===== src/rtl/ahb_lite_master.sv =====
// AHB-Lite bus master: turns single commands into SINGLE/INCR4/8/16 transfers,
// handling wait states, the two-cycle ERROR response and 1 KB boundary restarts.
module ahb_lite_master #(
    parameter int ADDR_W = 32,
    parameter int DATA_W = 32
) (
    input  logic              HCLK,
    input  logic              HRESETn,
    input  logic              cmd_valid,
    output logic              cmd_ready,
    input  logic              cmd_write,
    input  logic [ADDR_W-1:0] cmd_addr,
    input  logic [2:0]        cmd_size,
    input  logic [1:0]        cmd_burst,
    input  logic [DATA_W-1:0] wr_data,
    output logic              wr_pop,
    output logic              rd_valid,
    output logic [DATA_W-1:0] rd_data,
    output logic              done,
    output logic              done_err,
    output logic [ADDR_W-1:0] HADDR,
    output logic [1:0]        HTRANS,
    output logic              HWRITE,
    output logic [2:0]        HSIZE,
    output logic [2:0]        HBURST,
    output logic [DATA_W-1:0] HWDATA,
    input  logic              HREADY,
    input  logic              HRESP,
    input  logic [DATA_W-1:0] HRDATA
);

    localparam logic [2:0] MAX_SIZE  = 3'($clog2(DATA_W / 8));
    localparam logic [1:0] TR_IDLE   = 2'b00;
    localparam logic [1:0] TR_NONSEQ = 2'b10;
    localparam logic [1:0] TR_SEQ    = 2'b11;

    typedef enum logic [2:0] {S_IDLE, S_ADDR, S_LAST, S_ERR, S_DONE} state_t;

    state_t            r_state;
    state_t            w_next;
    logic              r_out_of_rst;
    logic [ADDR_W-1:0] r_addr;
    logic [4:0]        r_beats;
    logic              r_nonseq;
    logic              r_write;
    logic [2:0]        r_size;
    logic [2:0]        r_hburst;
    logic [DATA_W-1:0] r_hwdata;
    logic              r_dphase;
    logic              r_dwrite;
    logic              r_rd_valid;
    logic [DATA_W-1:0] r_rd_data;
    logic              r_err;

    logic [1:0]        w_htrans;
    logic              w_accept;
    logic              w_dp_err;
    logic              w_rd_ok;
    logic              w_cmd_take;
    logic              w_size_bad;
    logic [ADDR_W-1:0] w_addr_inc;
    logic [4:0]        w_beats;
    logic [2:0]        w_hburst;

    assign w_dp_err   = r_dphase && HRESP;
    assign w_rd_ok    = r_dphase && !r_dwrite && HREADY && !HRESP;
    assign w_cmd_take = (r_state == S_IDLE) && r_out_of_rst && cmd_valid;
    assign w_size_bad = cmd_size > MAX_SIZE;
    assign w_addr_inc = r_addr + (ADDR_W'(1) << r_size);
    assign w_accept   = (w_htrans != TR_IDLE) && HREADY;

    always_comb begin
        w_beats  = 5'd1;
        w_hburst = 3'b000;
        case (cmd_burst)
            2'd1:    begin w_beats = 5'd4;  w_hburst = 3'b011; end
            2'd2:    begin w_beats = 5'd8;  w_hburst = 3'b101; end
            2'd3:    begin w_beats = 5'd16; w_hburst = 3'b111; end
            default: begin w_beats = 5'd1;  w_hburst = 3'b000; end
        endcase
    end

    // An ERROR in the data phase cancels the pending address beat in the same cycle.
    always_comb begin
        w_next   = r_state;
        w_htrans = TR_IDLE;
        case (r_state)
            S_IDLE: begin
                if (w_cmd_take) w_next = w_size_bad ? S_DONE : S_ADDR;
            end
            S_ADDR: begin
                if (w_dp_err) begin
                    w_next = HREADY ? S_DONE : S_ERR;
                end else begin
                    w_htrans = r_nonseq ? TR_NONSEQ : TR_SEQ;
                    if (HREADY && r_beats == 5'd1) w_next = S_LAST;
                end
            end
            S_LAST: begin
                if (w_dp_err)    w_next = HREADY ? S_DONE : S_ERR;
                else if (HREADY) w_next = S_DONE;
            end
            S_ERR: begin
                if (HREADY && HRESP) w_next = S_DONE;
            end
            S_DONE:  w_next = S_IDLE;
            default: w_next = S_IDLE;
        endcase
    end

    always_ff @(posedge HCLK or negedge HRESETn) begin
        if (!HRESETn) begin
            r_state      <= S_IDLE;
            r_out_of_rst <= 1'b0;
            r_addr       <= '0;
            r_beats      <= '0;
            r_nonseq     <= 1'b0;
            r_write      <= 1'b0;
            r_size       <= '0;
            r_hburst     <= '0;
            r_hwdata     <= '0;
            r_dphase     <= 1'b0;
            r_dwrite     <= 1'b0;
            r_rd_valid   <= 1'b0;
            r_rd_data    <= '0;
            r_err        <= 1'b0;
        end else begin
            r_state      <= w_next;
            r_out_of_rst <= 1'b1;
            r_rd_valid   <= w_rd_ok;
            if (w_rd_ok) r_rd_data <= HRDATA;

            if (w_cmd_take) begin
                r_err <= w_size_bad;
                if (!w_size_bad) begin
                    r_addr   <= cmd_addr;
                    r_write  <= cmd_write;
                    r_size   <= cmd_size;
                    r_hburst <= w_hburst;
                    r_beats  <= w_beats;
                    r_nonseq <= 1'b1;
                end
            end

            if (w_accept) begin
                r_addr   <= w_addr_inc;
                r_beats  <= r_beats - 5'd1;
                r_nonseq <= 1'b0;
                // Crossing a 1 KB page restarts the rest of the burst as undefined-length INCR.
                if (w_addr_inc[9:0] == '0) begin
                    r_nonseq <= 1'b1;
                    r_hburst <= 3'b001;
                end
                if (r_write) r_hwdata <= wr_data;
                r_dphase <= 1'b1;
                r_dwrite <= r_write;
            end else if (HREADY) begin
                r_dphase <= 1'b0;
            end

            if (w_dp_err && (r_state == S_ADDR || r_state == S_LAST)) r_err <= 1'b1;
        end
    end

    assign cmd_ready = (r_state == S_IDLE) && r_out_of_rst;
    assign wr_pop    = w_accept && r_write;
    assign rd_valid  = r_rd_valid;
    assign rd_data   = r_rd_data;
    assign done      = (r_state == S_DONE);
    assign done_err  = (r_state == S_DONE) && r_err;
    assign HADDR     = r_addr;
    assign HTRANS    = w_htrans;
    assign HWRITE    = r_write;
    assign HSIZE     = r_size;
    assign HBURST    = r_hburst;
    assign HWDATA    = r_hwdata;

endmodule


===== config.mk =====
export PLATFORM = sky130hd
export DESIGN_NAME = ahb_lite_master
export DESIGN_NICKNAME = d
export VERILOG_FILES = /design/src/rtl/ahb_lite_master.sv
export SDC_FILE = /design/constraint.sdc
export NUM_CORES = 1
export LEC_CHECK = 0
export ABC_AREA = 0
export CAP_MARGIN = 20
export CORE_ASPECT_RATIO = 1.1
export CORE_UTILIZATION = 33
export CTS_CLUSTER_SIZE = 20
export DETAILED_ROUTE_END_ITERATION = 16
export GPL_TIMING_DRIVEN = 0
export PLACE_DENSITY = 0.71
export SYNTH_ARGS = -nofsm -noshare
export SYNTH_HDL_FRONTEND = slang
export SYNTH_SLANG_ARGS = --single-unit

===== constraint.sdc =====
create_clock -name HCLK -period 4.3 [get_ports HCLK]
set_input_delay 1.29 -clock HCLK [delete_from_list [all_inputs] [get_ports HCLK]]
set_output_delay 1.29 -clock HCLK [all_outputs]
set_load 0.01 [all_outputs]

======== Word-level counts from Yosys, hierarchy flattened ========
Index checks and enable logic that the tools add are counted.
word-level totals
  register bits after elaboration ......... 117
  word-level logic and storage cells ...... 89
  input port bits ......................... 107
cells by class
  bitwise logic cells ..................... 1
  shifts and indexed selects .............. 1
  equality and inequality tests ........... 13
  add/sub/neg operators ................... 2
  muxes and demuxes ....................... 32
  magnitude comparators ................... 1
  reductions and logical operators ........ 25
operator list
  kind                                                           count
  2-to-1 mux 32 bit                                              3
  2-to-1 mux 3 bit                                               12
  adder 32 bit                                                   1
  left shift 1 x 3 -> 32 bit, first input constant               1
  2-to-1 mux 5 bit                                               3
  case mux 5 bit (3 select lines)                                1
  logical AND 1 bit                                              12
  case mux 3 bit (4 select lines)                                1
  logical NOT 10 bit                                             1
  2-to-1 mux 1 bit                                               9
  case mux 3 bit (3 select lines)                                1
  nonzero test 2 bit                                             4
  equality test 3 x 2 -> 1 bit, second input constant            2
  inequality test 2 bit, second input constant                   3
  inequality test 3 bit, second input constant                   2
  AND reduction 2 bit                                            3
  equality test 5 x 1 -> 1 bit, second input constant            1
  subtractor 5 x 1 -> 5 bit, second input constant               1
  equality test 2 bit, second input constant                     2
  2-to-1 mux 2 bit                                               2
  AND reduction 4 bit                                            1
  equality test 3 x 1 -> 1 bit, second input constant            1
  equality test 3 bit, second input constant                     1
  greater-than comparator 3 x 2 -> 1 bit, second input constant  1
  other kinds (5)                                                6

======== Depth between registers and ports, before layout ========
Gate-level depths: netlist of the first run.
  depth in word-level cells ............... 7
  mapped depth ............................ 12

======== Least setup slack after synthesis of the first run ========
OpenSTA, ideal clock, no wires.
  path type ............................... input to output
  from .................................... in HREADY
  to ...................................... out wr_pop
  required time ........................... 3.010 ns
  stages on the path ...................... 6
  arrival time ............................ 2.158 ns
  path slack .............................. 0.852 ns
  buffers on the path ..................... 2
  cells stage by stage .................... nor2b_1 > and3_1 > buf_4 > nand2_2 > buf_2 > inv_1
between the ends
  word-level cells in the longest chain between the ends .. 2
RTL lines
  element            line  text
  start, declared    27    input logic HREADY,
  logical AND 1 bit  70    assign w_accept = (w_htrans != TR_IDLE) && HREADY;
  logical AND 1 bit  166   assign wr_pop = w_accept && r_write;
  end, declared      16    output logic wr_pop,
Every way passes these cells.

======== Final worst setup path of the first run ========
Ends and elaborated chain as after synthesis.

==> results of run 1 <==
-- stage by stage --
step	setup TNS [ns]	cells	cell area, um^2	power [mW]
floorplan	0	532	5892	3.305
global placement	-350.02	982	8347	4.651
detailed placement	-0.4568	983	8376	4.704
CTS	0	1013	9026	6.282
global route	0	1013	9032	6.617
finish	0	1013	9032	6.239
-- layer usage --
metal	vias up	global-route usage (%)	part of all wire, %
met2	205	34.21	50
met3	26	7.782	8.7
met5	-	0	0.15
li1	2410	-	-
met4	4	6.873	1.9
met1	2560	23.28	39
-- power breakdown --
part	internal [mW]	switching [mW]
logic	1.51	1.22
registers	1.59	0.381
clock network	1.02	0.509
-- synthesized netlist by cell type (8+ instances only) --
cell type	n
clkbuf_1	8
nand2b_1	9
a21oi_1	28
inv_1	14
o21ai_0	11
nand2_1	49
nand3_1	20
buf_2	16
and3_1	9
nor2_1	35
dfrtp_1	117
mux2_2	65
ha_1	10
nor3_1	9
-- cell type report --
type | count | share of cell area [%]
Buffer | 30 | 1.842
Clock buffer | 21 | 5.319
Clock inverter | 9 | 1.662
Inverter | 14 | 0.5818
Multi-Input combinational cell | 370 | 30.59
Sequential cell | 117 | 32.41
Tap cell | 234 | 3.241
Timing Repair Buffer | 218 | 24.35
-- critical path, delay by kind of cell --
| family | cells | cell delay, ns |
|---|---|---|
| AND/OR/NAND/NOR | 3 | 0.52 |
| buffers and inverters | 4 | 1.07 |
-- worst paths after layout --
check / endpoint / slack (ns) / depth (start not counted)
hold / removal: HWDATA[28]$_DFFE_PN0P_ / 0.50 / 1
min in group asynchronous: HADDR[6]$_DFFE_PN0P_ / 0.84 / 1
max in group asynchronous: HWDATA[3]$_DFFE_PN0P_ / 2.75 / 2
setup / recovery: wr_pop / 0.11 / 7
hold reg to reg: HWDATA[28]$_DFFE_PN0P_ / 0.50 / 1
setup reg to reg: HBURST[0]$_DFF_PN0_ / 1.13 / 11
-- timing repair --
action	4_1_cts	5_1_grt
setup endpoints to repair	1	1
buffers inserted	1	0
endpoints found under the hold margin	0	0
pin swaps	1	0
gates resized for setup	5	2
-- state kept, by name, indices dropped and copies added, names as in the netlist, 3 cells and up --
signal,count
HBURST,3
HWDATA,32
rd_data,32
HSIZE,3
HADDR,32
r_state,3
r_beats,5
-- cell families after synthesis --
logic type | after synthesis | synth area share [%]
xor+xnor | 9 | 1.338
flops | 117 | 49.69
simple gates | 173 | 16.16
other cells | 1 | 0.06365
buf+inv | 45 | 3.738
mux | 67 | 12.76
compound gates | 109 | 13.78
fa+ha+maj | 11 | 2.463
==> reports/qor.yml, run 1 <==
vias: 5205
die_area_um2: 18390
p_leak_nw: 3.798
drt_first_pass_iters: 4
fp.coreArea_um2: 17270
hp-class: "flop to flop"
synthCells: 532
yosys_warnings: 0
grt_pass1_wl_um: 28300
cts_tree: "built"
netlist_top_cells_area: "dfrtp_1, mux2_2, nand2_1"
fillers: 1575
cp.required_ns: 3.01
powerDensity_nw_per_um2: 690.7
cts_buffer_depth: 2
final-setup-viol-count: 0
multi_input_area_um2: 2763
pin_count: 217
cts_root_buf: "clkbuf_16"
syn_area_um2: 5892
synthFlopType: "dfrtp_1"
preCtsSetupSlack_ns: -0.4568
end_kind: "output pin"
drtIter0Drc: 275
yosysSeqAreaShare_pct: 49.69
ys_ff_latch: 117
worstPathCellList: "dlygate4sd2_1, nor2b_2, and3_1, buf_6, nand2_8, inv_1, clkdlybuf4s50_1"
io_buffers: 216
cts_made_buffers: 17
cp_slowest_cell: "clkdlybuf4s50_1"
start_kind: "input port"
wire_per_inst_um: 17.48
hold_viol: 0
avgSynthCellArea_um2: 11.08
synth_edf_count: 0
period_needed_ns: 4.191
finalWeightedCongestion: 0.8442
slowest_delay_ns: 0.53
synth_top_area_share_pct: 49.69
slew_headroom_pct: 57.86
rsz0062_at_grt: "false"
fmax_mhz: 238.6
diodes: 0
path_clk_slew_ns: 0.05
drc_errors: 0
path_max_fanout: 16
seqCellArea_um2: 2928
finalCritPeriodShare_pct: 97.47
hp-start: "HWDATA[28]$_DFFE_PN0P_"
grt_usage_pct: 20.25
criticalPathCategory: "input port to output pin"
synth_nets: 650
whs_ns: 0.4992
status: "complete, no violations"
dieWidth_um: 129.4
htree_levels: 4
synth_cell_types: 75
setup_ws_ns: 0.1086
cts_num_sinks: 117
clock_latency_ns: 0.41
grt_max_degree: 65
synthToLayoutAreaGrowth_pct: 53.30
drive_above_1_share_pct: 19.00
num_rows: 50
final_nets: 886
drtAntennaViolNets: 0
final_cell_mix: "clkdlybuf4s50_1, dfrtp_1, mux2_2, nand2_1, nor2_1"
die_h_um: 142.1
startpoint: "HREADY"
utilization_pct: 52.31
crit_arrival_ns: 2.90
drv_slew: 0
final_common_cell: "clkdlybuf4s50_1"
dpl.hpwl_um: 12980
max_cap_viol_count: 0
ys_async_sr_fraction_pct: 100.0
peakVddDrop_mv: 0.3555
cts_hold_buf: 0
antenna_found_initial: 2
grt.overflow.total: 0
synth_top_cell_by_area: "dfrtp_1"
worst-slew-pin-transition_ns: 0.6304
vias_per_cell: 5.138
skew_ns: 0.007493
initial_core_util_pct: 34.12
reg2reg_from: "HSIZE[1]$_DFFE_PN0P_"
grt_pass1_vias: 5357
finalWirelength_um: 17710
No activity file was read; power rests on OpenSTA's default activity.
==> run 2: changes to the inputs <==
--- a/config.mk
+++ b/config.mk
@@ -9,10 +9,12 @@
 export CAP_MARGIN = 20
 export CORE_ASPECT_RATIO = 1.1
 export CORE_UTILIZATION = 33
+export CTS_CLUSTER_DIAMETER = 50
 export CTS_CLUSTER_SIZE = 20
 export DETAILED_ROUTE_END_ITERATION = 16
 export GPL_TIMING_DRIVEN = 0
 export PLACE_DENSITY = 0.71
+export RECOVER_POWER = 25
 export SYNTH_ARGS = -nofsm -noshare
 export SYNTH_HDL_FRONTEND = slang
 export SYNTH_SLANG_ARGS = --single-unit
==> run 2 against run 1 <==
The flow now finishes with violations (max-capacitance violations, max-slew violations). Clock power about the same. Sequential share of layout area about the same. Cell count is the same. Fmax barely moved. Sequential power about the same. Die area unchanged. Global-route usage is the same. Combinational power hardly changed. Total power about the same. First-iteration DRC count is the same. Wire length barely moved. Largest power group unchanged. Highest routed layer unchanged. Worst hold slack stayed put. Critical path type unchanged.
==> reports/qor.yml, run 2 (synthesis results as in run 1) <==
diodes: 0
skew_ns: 0.007493
drtAntennaViolNets: 0
status: "finished, violations left"
htree_levels: 4
peakVddDrop_mv: 0.3555
antenna_found_initial: 2
pin_count: 217
io_buffers: 216
finalWeightedCongestion: 0.8442
vias: 5206
final_nets: 886
post-place-cells: 983
grtUsageMet1_pct: 23.28
cts_buffer_depth: 2
initial_core_util_pct: 34.12
fmax_mhz: 238.6
grt.overflow.total: 0
grt_pass1_wl_um: 28300
period_needed_ns: 4.191
cts_hold_buf: 0
clock_latency_ns: 0.41
powerDensity_nw_per_um2: 690.9
slew_headroom_pct: -74.12
finalWirelength_um: 17710
vias_per_cell: 5.139
cp.required_ns: 3.01
met2_usage_pct: 34.21
rsz0062_at_grt: "false"
die_area_um2: 18390
drc_errors: 0
cts_root_buf: "clkbuf_16"
final-setup-viol-count: 0
grt_pass1_vias: 5357
max_cap_viol_count: 1
start_kind: "input port"
synthToLayoutAreaGrowth_pct: 53.26
hp-class: "flop to flop"
power.total_mw: 6.239
grt_usage_pct: 20.25
p_leak_nw: 3.797
end_kind: "output pin"
crit_arrival_ns: 2.90
grt_max_degree: 65
die_h_um: 142.1
final_common_cell: "clkdlybuf4s50_1"
cts_tree: "built"
dieWidth_um: 129.4
met3_usage_pct: 7.782
drtIter0Drc: 275
drive_above_1_share_pct: 18.87
dpl.hpwl_um: 12980
cts_made_buffers: 17
failed_checks: "max-capacitance violations, max-slew violations"
instances_no_fill: 1013
criticalPathCategory: "input port to output pin"
drv_slew: 54
final_cell_mix: "clkdlybuf4s50_1, dfrtp_1, mux2_2, nand2_1, nor2_1"
path_max_fanout: 16
wire_per_inst_um: 17.48
cts_num_sinks: 117
finalCritPeriodShare_pct: 97.47
grt_busiest_layer: "met2"
num_rows: 50
path_clk_slew_ns: 0.05
drt_first_pass_iters: 4
hold_viol: 0
worst-slew-pin-transition_ns: 2.612
fp.coreArea_um2: 17270
[run 2: cell types whose count changed in the layout (fill, tap and decap cells not counted), sizes merged]
cell | before | now
buf | 24 | 23
dlygate4sd2 | 1 | 2
[run 2: stage by stage]
stage / util [%] / setup TNS (ns) / hold slack (ns) / setup slack (ns) / area (um^2)
after floorplan: - / 0 / 0.4601 / 0.8516 / 5892
after global placement: 48.34 / -350.02 / 0.4841 / -2.997 / 8347
after detailed placement: 48.51 / -0.4568 / 0.4875 / -0.4568 / 8376
after CTS: 52.28 / 0 / 0.4969 / 0.02868 / 9026
after global routing: 52.30 / 0 / 0.5100 / 0.001912 / 9030
final: 52.30 / 0 / 0.4992 / 0.1088 / 9030
[run 2: where the power goes]
group	internal [mW]	total (mW)	switching, mW
combinational	1.51	2.73	1.22
clock	1.02	1.53	0.509
sequential	1.59	1.98	0.381
total	4.12	6.24	2.11
[run 2: metal layers]
metal,vias up,routed length (um)
met4,4,343
met3,26,1545
met5,-,27
met1,2561,6902
met2,205,8891
li1,2410,-
[run 2: timing repair]
action	CTS	global route
setup endpoints to repair	1	1
buffers inserted	1	0
pin swaps	1	0
hold endpoints to repair	0	0
gates resized for setup	5	2
[run 2: final timing paths]
check                                        from                      to  slack (ns)  cells after the start
setup / recovery                           HREADY                  wr_pop        0.11                      7
hold / removal             HWDATA[28]$_DFFE_PN0P_  HWDATA[28]$_DFFE_PN0P_        0.50                      1
setup reg to reg             HSIZE[1]$_DFFE_PN0P_     HBURST[0]$_DFF_PN0_        1.13                     11
hold reg to reg            HWDATA[28]$_DFFE_PN0P_  HWDATA[28]$_DFFE_PN0P_        0.50                      1
max in group asynchronous                 HRESETn  HWDATA[20]$_DFFE_PN0P_        0.96                      1
min in group asynchronous                 HRESETn    HADDR[6]$_DFFE_PN0P_        1.84                      1
[run 2: worst max-delay path, stage by stage]
cell and delay, ns:
dlygate4sd2_1 0.30, nor2b_2 0.22, and3_1 0.19, buf_6 0.16, nand2_8 0.11, inv_1 0.08, clkdlybuf4s50_1 0.53
[run 2: layout make-up]
cell class                      instances  area (um^2)
Clock inverter                          9        150.1
Sequential cell                       117         2928
Tap cell                              234        292.8
Buffer                                 30        166.4
Multi-Input combinational cell        370         2763
Inverter                               14        52.55
Timing Repair Buffer                  218         2197
Clock buffer                           21        480.5
Fill cell                            1576         8237
==> run 3: changes to the inputs <==
--- a/config.mk
+++ b/config.mk
@@ -7,14 +7,16 @@
 export LEC_CHECK = 0
 export ABC_AREA = 0
 export CAP_MARGIN = 20
-export CORE_ASPECT_RATIO = 1.1
+export CORE_ASPECT_RATIO = 2
 export CORE_UTILIZATION = 33
+export CTS_BUF_LIST = sky130_fd_sc_hd__clkbuf_8
 export CTS_CLUSTER_DIAMETER = 50
 export CTS_CLUSTER_SIZE = 20
 export DETAILED_ROUTE_END_ITERATION = 16
 export GPL_TIMING_DRIVEN = 0
 export PLACE_DENSITY = 0.71
 export RECOVER_POWER = 25
+export REMOVE_ABC_BUFFERS = 1
 export SYNTH_ARGS = -nofsm -noshare
 export SYNTH_HDL_FRONTEND = slang
 export SYNTH_SLANG_ARGS = --single-unit
==> run 3 against run 2 <==
The run now ends clean. Sequential power grew 3%. Count of clock-buffer cells in the layout fell by 3. Flip-flop and latch count stayed put. Wire length down 2.9%. Register-to-register slack improved by 0.12 ns. Fmax rose by 3.0%. Via count down 2.4%. Critical path type unchanged. Largest power group unchanged. Highest routed layer is now met4.
==> reports/qor.yml, run 3 (synthesis results as in run 1) <==
final_cell_area_um2: 8697
final-setup-viol-count: 0
drtIter0Drc: 189
instances_no_fill: 968
die_h_um: 191.0
dpl.hpwl_um: 12700
skew_ns: 0.01568
grt_pass1_vias: 5247
setup_ws_ns: 0.2291
grt_usage_pct: 19.44
cp.required_ns: 3.01
power.total_mw: 5.716
finalCritPeriodShare_pct: 94.67
place_area_um2: 8280
die_area_um2: 18430
cts_buffer_depth: 2
path_clk_slew_ns: 0.07
peakVddDrop_mv: 0.4026
powerDensity_nw_per_um2: 657.2
htree_levels: 4
crit_arrival_ns: 2.78
grt.overflow.total: 0
cts_num_sinks: 117
slew_headroom_pct: 11.77
rsz0062_at_grt: "false"
grt_pass1_wl_um: 26760
vias: 5081
end_kind: "output pin"
clock_latency_ns: 0.44
path_max_fanout: 34
synthToLayoutAreaGrowth_pct: 47.61
utilization_pct: 50.11
cts_hold_buf: 0
final_nets: 862
finalWeightedCongestion: 0.8451
whs_ns: 0.4977
worst-slew-pin-transition_ns: 1.323
final.setup.tns_ns: 0
start_kind: "input port"
drc_errors: 0
drt_first_pass_iters: 4
seqCellArea_um2: 2928
cts_tree: "built"
criticalPathCategory: "input port to output pin"
wire_per_inst_um: 17.76
fp.coreArea_um2: 17360
num_rows: 68
drv_slew: 0
max_cap_viol_count: 0
initial_core_util_pct: 33.95
fmax_mhz: 245.6
drtAntennaViolNets: 0
hold_viol: 0
pin_count: 217
io_buffers: 216
p_leak_nw: 3.607
period_needed_ns: 4.071
hp-class: "flop to flop"
vias_per_cell: 5.249
grt_max_degree: 95
drive_above_1_share_pct: 17.83
multi_input_area_um2: 2781
preCtsSetupSlack_ns: -1.279
antenna_found_initial: 1
dieWidth_um: 96.49
cts_made_buffers: 17
fillers: 1591
finalWirelength_um: 17190
final_cell_mix: "clkdlybuf4s50_1, dfrtp_1, mux2_2, nand2_1, nor2_1"
post-place-cells: 933
status: "complete, no violations"
final_common_cell: "clkdlybuf4s50_1"
cts_root_buf: "clkbuf_8"
==> run 3: changes by cell type in the layout (fill, tap and decap cells not counted), sizes merged <==
cell,previous run,this run
bufinv,4,3
buf,23,7
clkinv,3,6
clkbuf,30,21
inv,14,15
clkinvlp,2,4
dlygate4sd2,2,1
diode,0,1
dlymetal6s2s,1,0
==> run 3: per-layer routing <==
metal  global-route usage, %  share of wire [%]  vias to the layer above  wire [um]
li1                        -                  -                     2365          -
met1                   19.12                 34                     2485       5853
met2                   35.83                 57                      182       9713
met3                   4.375                4.7                       49        815
met4                   11.03                4.7                        0        808
met5                       0                  0                        -          0
==> run 3: timing repair <==
| action | 4_1_cts | 5_1_grt |
|---|---|---|
| endpoints found under the setup margin | 2 | 1 |
| resized for setup | 7 | 3 |
| buffers inserted | 2 | 0 |
| pin swaps | 2 | 0 |
==> run 3: cell type report <==
type / count / area share, %
diodes: 1 / 0.02877
clock buffers: 18 / 2.849
clock inverters: 14 / 1.856
inverters: 14 / 0.6042
multi-input cells: 370 / 31.98
flip-flops and latches: 117 / 33.66
well taps: 210 / 3.021
repair buffers: 224 / 26.00
==> run 3: where the power goes <==
part,internal [mW],switching [mW]
combinational,1.49,1.13
clock,0.583,0.479
sequential,1.59,0.443
total,3.66,2.06
==> run 3: final timing paths <==
| check | from | end | slack (ns) | cells past startpoint |
|---|---|---|---|---|
| max in group asynchronous | HRESETn | HWDATA[13]$_DFFE_PN0P_ | 1.09 | 2 |
| min in group asynchronous | HRESETn | HADDR[12]$_DFFE_PN0P_ | 1.12 | 1 |
| worst max-delay path | HRESP | wr_pop | 0.23 | 6 |
| worst max register to register | HSIZE[0]$_DFFE_PN0P_ | HADDR[14]$_DFFE_PN0P_ | 1.25 | 10 |
| worst min register to register | r_beats[4]$_DFFE_PN0P_ | r_beats[4]$_DFFE_PN0P_ | 0.50 | 1 |
| worst min-delay path | r_beats[4]$_DFFE_PN0P_ | r_beats[4]$_DFFE_PN0P_ | 0.50 | 1 |
==> run 3: critical path: stages <==
cell             delay [ns]
dlygate4sd2_1          0.31
nand2_2                0.12
and3_4                 0.22
nand2_8                0.17
inv_1                  0.11
clkdlybuf4s50_1        0.54
